===== src/rtl/spi_ctrl.sv =====
// SPI initiator: accepts bytes on a valid/ready stream and shifts them MSB-first in any CPOL/CPHA mode.
// Latency: acceptance to rx_valid is 17*CLK_DIV+1 Clk cycles; a tx_last byte returns tx_ready after 18*CLK_DIV.
// Backpressure: tx_ready is high only in IDLE/WAIT, and tx_valid is ignored elsewhere; rx_valid is a pulse that cannot be stalled.
module spi_ctrl #(
    parameter int CLK_DIV = 4
) (
    input  logic       Clk,
    input  logic       Rst,
    input  logic [7:0] tx_data,
    input  logic       tx_valid,
    input  logic       tx_last,
    output logic       tx_ready,
    output logic [7:0] rx_data,
    output logic       rx_valid,
    output logic       busy,
    input  logic       SPI_CPOL,
    input  logic       SPI_CPHA,
    output logic       SPI_clk,
    output logic       SPI_csb,
    output logic       SPI_copi,
    input  logic       SPI_cipo
);

    typedef enum logic [2:0] {IDLE, SETUP, SHIFT, WAIT, GAP} state_t;

    localparam logic [7:0] DIV_MAX = 8'(CLK_DIV - 1);

    state_t     state;
    state_t     state_nxt;
    logic [7:0] div_cnt;
    logic       tick;
    logic [3:0] edge_cnt;   // SPI_clk edges already produced in this byte
    logic       shift_end;  // high for the single cycle after the 16th edge
    logic [7:0] tx_sr;
    logic [7:0] rx_sr;
    logic       last_q;
    logic       cpol_q;
    logic       cpha_q;
    logic       accept;

    assign tick   = (div_cnt == DIV_MAX);
    assign accept = tx_valid && tx_ready;

    // Half-period divider; parked at zero while waiting for a byte so SETUP always lasts a full tick
    always_ff @(posedge Clk) begin
        if (Rst || state == IDLE || state == WAIT || tick) begin
            div_cnt <= 8'd0;
        end else begin
            div_cnt <= div_cnt + 8'd1;
        end
    end

    // State register
    always_ff @(posedge Clk) begin
        if (Rst) begin
            state <= IDLE;
        end else begin
            state <= state_nxt;
        end
    end

    // Next-state logic
    always_comb begin
        state_nxt = state;
        case (state)
            IDLE:    if (accept)    state_nxt = SETUP;
            SETUP:   if (tick)      state_nxt = SHIFT;
            SHIFT:   if (shift_end) state_nxt = last_q ? GAP : WAIT;
            WAIT:    if (accept)    state_nxt = SETUP;
            GAP:     if (tick)      state_nxt = IDLE;
            default:                state_nxt = IDLE;
        endcase
    end

    // Stream-side outputs decoded from the state
    always_comb begin
        tx_ready = 1'b0;
        busy     = 1'b0;
        if (!Rst) begin
            tx_ready = (state == IDLE) || (state == WAIT);
            busy     = (state != IDLE);
        end
    end

    // Serial datapath: byte/mode latching, edge generation, drive and sample
    always_ff @(posedge Clk) begin
        if (Rst) begin
            SPI_csb   <= 1'b1;
            SPI_clk   <= SPI_CPOL;
            SPI_copi  <= 1'b0;
            rx_data   <= 8'h00;
            rx_valid  <= 1'b0;
            edge_cnt  <= 4'd0;
            shift_end <= 1'b0;
            tx_sr     <= 8'h00;
            rx_sr     <= 8'h00;
            last_q    <= 1'b0;
            cpol_q    <= 1'b0;
            cpha_q    <= 1'b0;
        end else begin
            rx_valid  <= 1'b0;
            shift_end <= 1'b0;
            case (state)
                IDLE: begin
                    SPI_clk <= SPI_CPOL;
                    SPI_csb <= 1'b1;
                    if (accept) begin
                        tx_sr    <= tx_data;
                        last_q   <= tx_last;
                        cpol_q   <= SPI_CPOL;
                        cpha_q   <= SPI_CPHA;
                        SPI_csb  <= 1'b0;
                        SPI_copi <= tx_data[7];
                    end
                end
                SETUP: begin
                    edge_cnt <= 4'd0;
                end
                SHIFT: begin
                    if (shift_end) begin
                        rx_data  <= rx_sr;
                        rx_valid <= 1'b1;
                        if (last_q) begin
                            SPI_csb <= 1'b1;
                        end
                    end else if (tick) begin
                        SPI_clk  <= ~SPI_clk;
                        edge_cnt <= edge_cnt + 4'd1;
                        if (edge_cnt == 4'd15) begin
                            shift_end <= 1'b1;
                        end
                        if (edge_cnt[0] == 1'b0) begin
                            // leading edge
                            if (cpha_q) begin
                                SPI_copi <= tx_sr[7];
                                tx_sr    <= {tx_sr[6:0], 1'b0};
                            end else begin
                                rx_sr <= {rx_sr[6:0], SPI_cipo};
                            end
                        end else begin
                            // trailing edge; mode-0/2 bit 7 went out before the first edge
                            if (cpha_q) begin
                                rx_sr <= {rx_sr[6:0], SPI_cipo};
                            end else if (edge_cnt != 4'd15) begin
                                SPI_copi <= tx_sr[6];
                                tx_sr    <= {tx_sr[6:0], 1'b0};
                            end
                        end
                    end
                end
                WAIT: begin
                    SPI_clk <= cpol_q;
                    SPI_csb <= 1'b0;
                    if (accept) begin
                        tx_sr    <= tx_data;
                        last_q   <= tx_last;
                        SPI_copi <= tx_data[7];
                    end
                end
                GAP: begin
                    SPI_clk <= cpol_q;
                    SPI_csb <= 1'b1;
                end
                default: begin
                    SPI_csb <= 1'b1;
                end
            endcase
        end
    end

endmodule


===== config.mk =====
export PLATFORM = sky130hd
export DESIGN_NAME = spi_ctrl
export DESIGN_NICKNAME = d
export VERILOG_FILES = /design/src/rtl/spi_ctrl.sv
export SDC_FILE = /design/constraint.sdc
export NUM_CORES = 1
export LEC_CHECK = 0
export CAP_MARGIN = 5
export CORE_UTILIZATION = 55
export CTS_BUF_LIST = sky130_fd_sc_hd__clkbuf_4 sky130_fd_sc_hd__clkbuf_8 sky130_fd_sc_hd__clkbuf_16
export DETAILED_ROUTE_END_ITERATION = 10
export PLACE_DENSITY = 0.79
export SYNTH_ARGS = -nofsm -noshare
export SYNTH_HDL_FRONTEND = slang
export SYNTH_SLANG_ARGS = --single-unit

===== constraint.sdc =====
create_clock -name Clk -period 2.2 [get_ports Clk]
set_input_delay 0.44 -clock Clk [delete_from_list [all_inputs] [get_ports Clk]]
set_output_delay 0.44 -clock Clk [all_outputs]
set_load 0.02 [all_outputs]

* Word-level counts from Yosys, hierarchy flattened
Index checks and enable logic that the tools add are counted.
** Storage, ports and cells
- Register bits after elaboration :: 47
- Bits in latches :: 0
- RAM bits :: 0
- Bits in read-only memories :: 0
- Input bits :: 15
- Output and inout bits :: 14
- Logic and storage cells :: 105
- Memories :: 0
** Operators by class
- $add $sub $neg :: 2
- $mul :: 0
- Divide/modulo/power cells :: 0
- Magnitude comparators :: 0
- Eq/ne operators :: 21
- Shift-type cells :: 0
- Muxes and demuxes :: 40
- Bitwise gates (word level) :: 5
- Reduce and logical (&&, ||, !) cells :: 23
** Operators with widths (count)
- 2-to-1 mux 8 bit :: 10
- 2-to-1 mux 1 bit :: 17
- one-hot mux 8 bit (2 select lines) :: 1
- 2-to-1 mux 3 bit :: 5
- inequality test 3 bit, second input constant :: 5
- inequality test 2 bit, second input constant :: 7
- one-hot mux 3 bit (4 select lines) :: 1
- AND reduction 3 bit :: 3
- adder 8 x 1 -> 8 bit, second input constant :: 1
- == test 8 x 2 -> 1 bit, second input constant :: 1
- 2-to-1 mux 4 bit :: 2
- one-hot mux 4 bit (2 select lines) :: 1
- AND reduction 7 bit :: 1
- == test 3 x 2 -> 1 bit, second input constant :: 2
- AND reduction 2 bit :: 3
- OR reduction 2 bit :: 3
- NOT 1 bit :: 5
- AND reduction 5 bit :: 1
- adder 4 x 1 -> 4 bit, second input constant :: 1
- == test 4 bit, second input constant :: 1
- logical OR 1 bit :: 4
- inequality test 2 x 1 -> 1 bit, second input constant :: 2
- inequality test 4 bit, second input constant :: 1
- one-hot mux 1 bit (4 select lines) :: 1
- other kinds (11) :: 12

* Logic depth before layout (Yosys ltp)
Gate-level depths: netlist of run 1.
- Depth in word-level cells :: 7
- Depth in mapped cells :: 7
- Depth with buffers taken out :: 5

* Worst setup path after synthesis of run 1
No wires, ideal clock.
- Path kind :: flip-flop to flip-flop
- From :: reg div_cnt[0]
- To :: reg SPI_clk (enable)
- Setup time :: 0.314 ns
- Data arrival time :: 1.693 ns
- Required time :: 1.886 ns
- Slack :: 0.193 ns
- Cell stages (with the launch flop) :: 7
- Path buffers :: 1
- Clock period less this slack :: 2.007 ns
- Cell sequence :: dfxtp_1 ha_1 or4b_4 nor3_1 buf_4 nor2_1 o221ai_1
** Between the ends
- Cells in the longest elaborated chain, start to end :: 3
** RTL lines
- from (decl) :: RTL line 30 : logic [7:0] div_cnt;
- from (signal assigned) :: RTL line 49 : div_cnt <= div_cnt + 8'd1;
- == test 8 x 2 -> 1 bit :: RTL line 41 : assign tick = (div_cnt == DIV_MAX);
- inequality test 3 bit (no line)
- AND reduction 3 bit (no line)
- to (signal assigned) :: RTL line 127 : SPI_clk <= ~SPI_clk;
- to (signal assigned) :: RTL line 152 : SPI_clk <= cpol_q;
- to (signal assigned) :: RTL line 161 : SPI_clk <= cpol_q;
- to (decl) :: RTL line 18 : output logic SPI_clk,
No other way between the ends.
A chain may end at the register's enable or synchronous reset.

* Worst setup path after layout of run 1
- From :: in Rst
- To :: out busy
** Between the ends
- Cells in the longest elaborated chain, start to end :: 1
** RTL lines
- from (decl) :: RTL line 8 : input logic Rst,
- 2-to-1 mux 1 bit :: RTL line 79 : if (!Rst) begin
- to (decl) :: RTL line 15 : output logic busy,
No other way between the ends.

==> results of run 1 <==
final cells by class:
type                       instances  area (um2)  area share (%)
multi-input combinational        189        1260            44.9
sequential                        47         951            33.9
timing repair buffer              42         397            14.1
clock buffer                       6        82.6            2.94
tap                               50        62.6            2.23
clock inverter                     2        35.0            1.25
inverter                           5        18.8           0.669
metrics by stage:
step | utilization, % | cells | hold WS (ps)
detailed placement | 66.6 | 333 | 442
global placement | 66.6 | 333 | 443
global route | 69.7 | 341 | 478
finish | 69.7 | 341 | 452
CTS | 69.5 | 341 | 456
floorplan | - | 261 | 428
state kept, by name, summed over array words and instances, names as in the netlist:
signal,flops
SPI_clk,1
SPI_copi,1
SPI_csb,1
cpha_q,1
cpol_q,1
div_cnt,8
edge_cnt,4
last_q,1
rx_data,8
rx_sr,8
rx_valid,1
shift_end,1
state,3
tx_sr,8
worst min path at each step:
stage | end | slack (ps)
after floorplan | rx_data[7] | 430
after global placement | rx_data[7] | 440
after detailed placement | rx_data[7] | 440
after CTS | rx_data[7] | 460
after global routing | rx_data[7] | 480
final | rx_data[7] | 450
worst min-delay path, delay by kind of cell (launching register included):
family	cells	cell delay (ps)
AO/OA/AOI/OAI	1	50
flip-flops	1	310
AND/OR/NAND/NOR	1	50
kinds of logic after synthesis:
family | count (synthesis) | share of synthesized area [%]
compound gates | 68 | 21.0
xor+xnor | 9 | 3.39
fa+ha+maj | 2 | 1.08
buf+inv | 25 | 5.11
flops | 47 | 40.9
mux | 13 | 5.60
simple gates | 97 | 22.9
layout by cell type (no fill, tap or decap), drive strengths merged, types with 5 or more instances in the layout:
| cell type | n |
|---|---|
| nand2 | 27 |
| nand3 | 18 |
| clkbuf | 6 |
| a21oi | 23 |
| o21ai | 15 |
| mux2i | 13 |
| xor2 | 7 |
| buf | 14 |
| o31ai | 7 |
| o311ai | 9 |
| nor2 | 18 |
| dfxtp | 46 |
| clkdlybuf4s50 | 27 |
| nor3 | 7 |
| inv | 5 |
per-layer routing:
metal / wire length [um] / vias to the layer above / track usage, %
li1: - / 1008 / -
met4: 42 / 0 / 8.78
met2: 2400 / 64 / 38.0
met5: 0 / - / 0
met3: 277 / 4 / 4.62
met1: 2320 / 946 / 31.7
what timing repair did:
action,CTS,global route
gates cloned,0,0
resized for setup,1,1
endpoints found under the setup margin,1,6
hold buffers,0,0
where the power goes:
part           leakage, uW  switching [uW]  internal (uW)
clock network    0.0000612             287            368
registers         0.000383            13.4            872
logic             0.000575            93.0           86.0
total              0.00102             393           1330
==> flow_summary.yaml, run 1 <==
worst_hold_path:
  holdPathStages: 2
  hp-start: "rx_sr[7]"
  hold_class: "reg -> reg"
synth:
  synth.ff_latch_count: 47
  synth_cell_type_count: 51
  synth_area_leaders: "dfxtp_1, mux2i_1, a21oi_1, nand2_1, nand3_1"
  syn_inst: 261
  syn_area_per_cell_um2: 8.91
  yosys_warnings: 0
  yosysTopAreaCellShare_pct: 39.6
  yosys-top-cells-count: "dfxtp_1, nand2_1, a21oi_1"
  seq_area_frac_synth_pct: 40.9
  synth_edf_count: 1
  yosys_most_used_dff: "dfxtp_1"
  synth_area_um2: 2320
  yosysTopAreaCell: "dfxtp_1"
  syn_nets: 278
  synthArstFlopShare_pct: 0
  yosysMostFrequentCell: "dfxtp_1"
placement:
  place_area_um2: 2690
  hpwl_mm: 3.42
  place.gp.congestion: 0.869
  dp_slack_ps: -79.9
  io_buffer_count: 28
layout:
  antenna_cells: 0
  fillers: 335
  stdcell_area_um2: 2810
  drive_above_1_share_pct: 13.7
  final_nets: 307
  syn2layout_area_growth_pct: 20.7
status:
  status: "finished, final reports clean"
critical_path:
  crit_chain: "clkdlybuf4s50_1 -> nor2_1 -> clkdlybuf4s50_1"
  critPathKind: "in -> out"
  critPathLaunchType: "input pin"
  crit_buf_inv: 2
  worst_ep_required_time_ps: 1760
  crit_top_cell: "clkdlybuf4s50_1"
  crit_path_end: "busy"
  endpoint_kind: "output pin"
  startpoint: "Rst"
  crit_family: "buffers and inverters"
  worstReg2RegEnd: "rx_sr[4]"
  rr_startpoint: "div_cnt[0]"
  rrSetupSlack_ps: 150
  reg2reg_depth: 5
  cp.depth: 3
  max_stage_delay_ps: 620
  critPathSlowestCell: "clkdlybuf4s50_1"
  worstPathMaxFanout: 4
  cp.arrival_ps: 1720
drt:
  drc_errors: 0
  drt-initial-drc-count: 151
  viasPerCell: 5.93
  ant_nets: 0
  vias: 2022
  dr.pass1.iters: 4
  wire_per_inst_um: 14.8
  routed_wl_mm: 5.04
timing:
  final.period_utilization_pct: 98.2
  clock_skew_ps: 9.40
  final.setup.worst_slack_ps: 38.5
  fmax_mhz: 463
  max_slew_margin_pct: 60.6
  hold_violations: 0
  slew_violations: 0
  setup_viol: 0
  worst_pin_slew_ps: 590
  fin_setup_tns_ps: 0
  fin_crit_ps: 2160
  rsz0062_at_grt: "no"
job:
  drv_cap: 0
clocking:
  path_clk_slew_ps: 90
  cts_root_buf: "clkbuf_8"
  post-cts-setup-buffers: 0
  cts_made_buffers: 5
  htreeDepth: 2
  cts_tree: "built"
  clk-insertion-delay-late_ps: 300
  clock-sinks: 47
  cts_buffer_depth: 2
global_route:
  track_usage_pct: 23.9
  grt_max_degree: 29
  antenna_found_initial: 0
  grt_pass1_wl_mm: 8.18
  first_global_vias: 1785
  grt_overflow: 0
floorplan:
  num_io_pins: 29
  die_h_um: 67.0
  start_util_pct: 57.7
  dieArea_um2: 4490
  fp.dieW_um: 67.0
  fp.coreArea_um2: 4030
  core.rowCount: 23
power_and_ir_drop:
  p_total_uw: 1720
  power.leakage_uw: 0.00102
  p_per_area_nw_per_um2: 613
  ir_worst_vdd_uv: 379
Note: power is estimated with default switching activity, not from simulation.
==> inputs of run 2 (changes only) <==
--- a/config.mk
+++ b/config.mk
@@ -6,6 +6,7 @@
 export NUM_CORES = 1
 export LEC_CHECK = 0
 export CAP_MARGIN = 5
+export CORE_ASPECT_RATIO = 0.75
 export CORE_UTILIZATION = 55
 export CTS_BUF_LIST = sky130_fd_sc_hd__clkbuf_4 sky130_fd_sc_hd__clkbuf_8 sky130_fd_sc_hd__clkbuf_16
 export DETAILED_ROUTE_END_ITERATION = 10
==> run 2 against run 1 <==
Effect of this change:
- wire length increased by 2.7%
- combinational power about the same
- clock power decreased by 12%
- highest routed layer unchanged
==> flow_summary.yaml, run 2 (same netlist as run 1, synthesis figures left out) <==
status:
  status: "finished, final reports clean"
layout:
  antenna_cells: 0
  final_util_pct: 69.5
  syn2layout_area_growth_pct: 21.3
  final_common_cell: "dfxtp_1"
  drive_above_1_share_pct: 15.6
  layout_common_cells: "dfxtp_1, nand2_1, clkdlybuf4s50_1"
  final_nets: 310
clocking:
  path_clk_slew_ps: 80
  clk-insertion-delay-late_ps: 300
  clock-sinks: 47
  post-cts-setup-buffers: 0
  cts_buffer_depth: 2
  htreeDepth: 2
  cts_root_buf: "clkbuf_8"
  cts_made_buffers: 5
  cts_tree: "built"
worst_hold_path:
  holdPathStages: 2
  hold_class: "reg -> reg"
  min_to: "rx_data[7]"
  hp-start: "rx_sr[7]"
critical_path:
  worstReg2RegEnd: "div_cnt[7]"
  worstPathMaxFanout: 8
  critPathSlowestCell: "or4b_4"
  crit_chain: "ha_1 -> or4b_4 -> nor2_1 -> or3_1 -> nor2_1"
  cp.arrival_ps: 2220
  rr_startpoint: "div_cnt[1]"
  crit_top_cell: "nor2_1"
  max_stage_delay_ps: 520
  endpoint_kind: "flop"
  rrSetupSlack_ps: 180
  reg2reg_depth: 5
  critPathLaunchType: "flop"
  critPathKind: "reg -> reg"
  worst_ep_required_time_ps: 2390
drt:
  wl_met1_mm: 2.49
  drc_errors: 0
  drt-initial-drc-count: 121
  top_layer: "met4"
  ant_nets: 0
  routed-wl-met3_um: 333
  wire_per_inst_um: 14.8
  vias: 2000
  dr.pass1.iters: 4
  wl_met2_mm: 2.27
  routed_wl_mm: 5.17
  viasPerCell: 5.73
floorplan:
  fp.coreArea_um2: 4050
  dieArea_um2: 4490
  num_io_pins: 29
  die_h_um: 58.3
  fp.dieW_um: 77.1
  core.rowCount: 20
  start_util_pct: 57.3
power_and_ir_drop:
  ir_worst_vdd_uv: 423
  p_per_area_nw_per_um2: 581
  power.leakage_uw: 0.00103
timing:
  final.period_utilization_pct: 92.0
  clock_skew_ps: 4.64
  worst_pin_slew_ps: 623
  slew_violations: 0
  rsz0062_at_grt: "no"
  hold_violations: 0
  fin_crit_ps: 2020
  setup_viol: 0
  max_slew_margin_pct: 58.4
  holdWs_ps: 457
  fin_setup_tns_ps: 0
  fmax_mhz: 494
placement:
  place.gp.congestion: 0.841
  io_buffer_count: 28
  hpwl_mm: 3.63
global_route:
  first_global_vias: 1841
  track_usage_pct: 24.5
  grt_pass1_wl_mm: 8.66
  antenna_found_initial: 0
  grt_overflow: 0
  grt_max_degree: 22
job:
  drv_cap: 0
==> run 2: cell types whose count changed in the layout (fill, tap and decap cells not counted), sizes merged <==
cell and change:
buf +3, bufinv -1, clkbuf +1, clkdlybuf4s50 -1, clkinv -1, clkinvlp +1, dlymetal6s2s +1
==> run 2: layout make-up <==
class / count / area (um2)
clock buffer: 7 / 96.3
sequential: 47 / 953
multi-input combinational: 189 / 1260
inverter: 5 / 18.8
timing repair buffer: 45 / 409
fill: 326 / 1230
tap: 55 / 68.8
clock inverter: 1 / 7.51
==> run 2: routing by layer <==
metal  GRT usage, %  up-vias
met5              0        -
met4           8.89        0
met3           6.20        9
met2           37.6       66
met1           33.8      916
li1               -     1009
==> run 2: worst max-delay path by stage <==
stage	start	end	slack, ps	cells past startpoint
after global routing	div_cnt[1]	edge_cnt[0]	10	6
after global placement	Rst	busy	-9	4
after CTS	state[2]	tx_ready	40	3
after floorplan	div_cnt[0]	SPI_clk	190	6
after detailed placement	Rst	busy	-8	4
final	div_cnt[1]	div_cnt[7]	180	5
==> run 2: critical path: cells and delay by family, from the launching register on <==
kind	cells	cell delay, ps
flops	1	370
simple gates	4	1270
fa+ha+maj	1	260
==> run 2: per-stage QoR <==
| stage | total power, uW | area, um2 | worst slack [ps] | cells |
|---|---|---|---|---|
| finish | 1640 | 2820 | 176 | 349 |
| global placement | 1080 | 2700 | -9.47 | 341 |
| detailed placement | 1080 | 2700 | -7.66 | 341 |
| floorplan | 1010 | 2320 | 193 | 261 |
| global route | 1710 | 2820 | 14.3 | 349 |
| CTS | 1640 | 2810 | 36.3 | 349 |
==> run 2: what timing repair did <==
item | CTS | global route
pin swaps | 0 | 0
hold buffers | 0 | 0
resized for setup | 3 | 3
setup endpoints to repair | 2 | 13
==> run 2: power by group <==
group / internal (uW) / total (uW) / leakage, uW / switching [uW]
registers: 872 / 887 / 0.000384 / 15.0
clock network: 286 / 574 / 0.0000505 / 288
logic: 85.4 / 177 / 0.000600 / 91.2
total: 1240 / 1640 / 0.00103 / 394
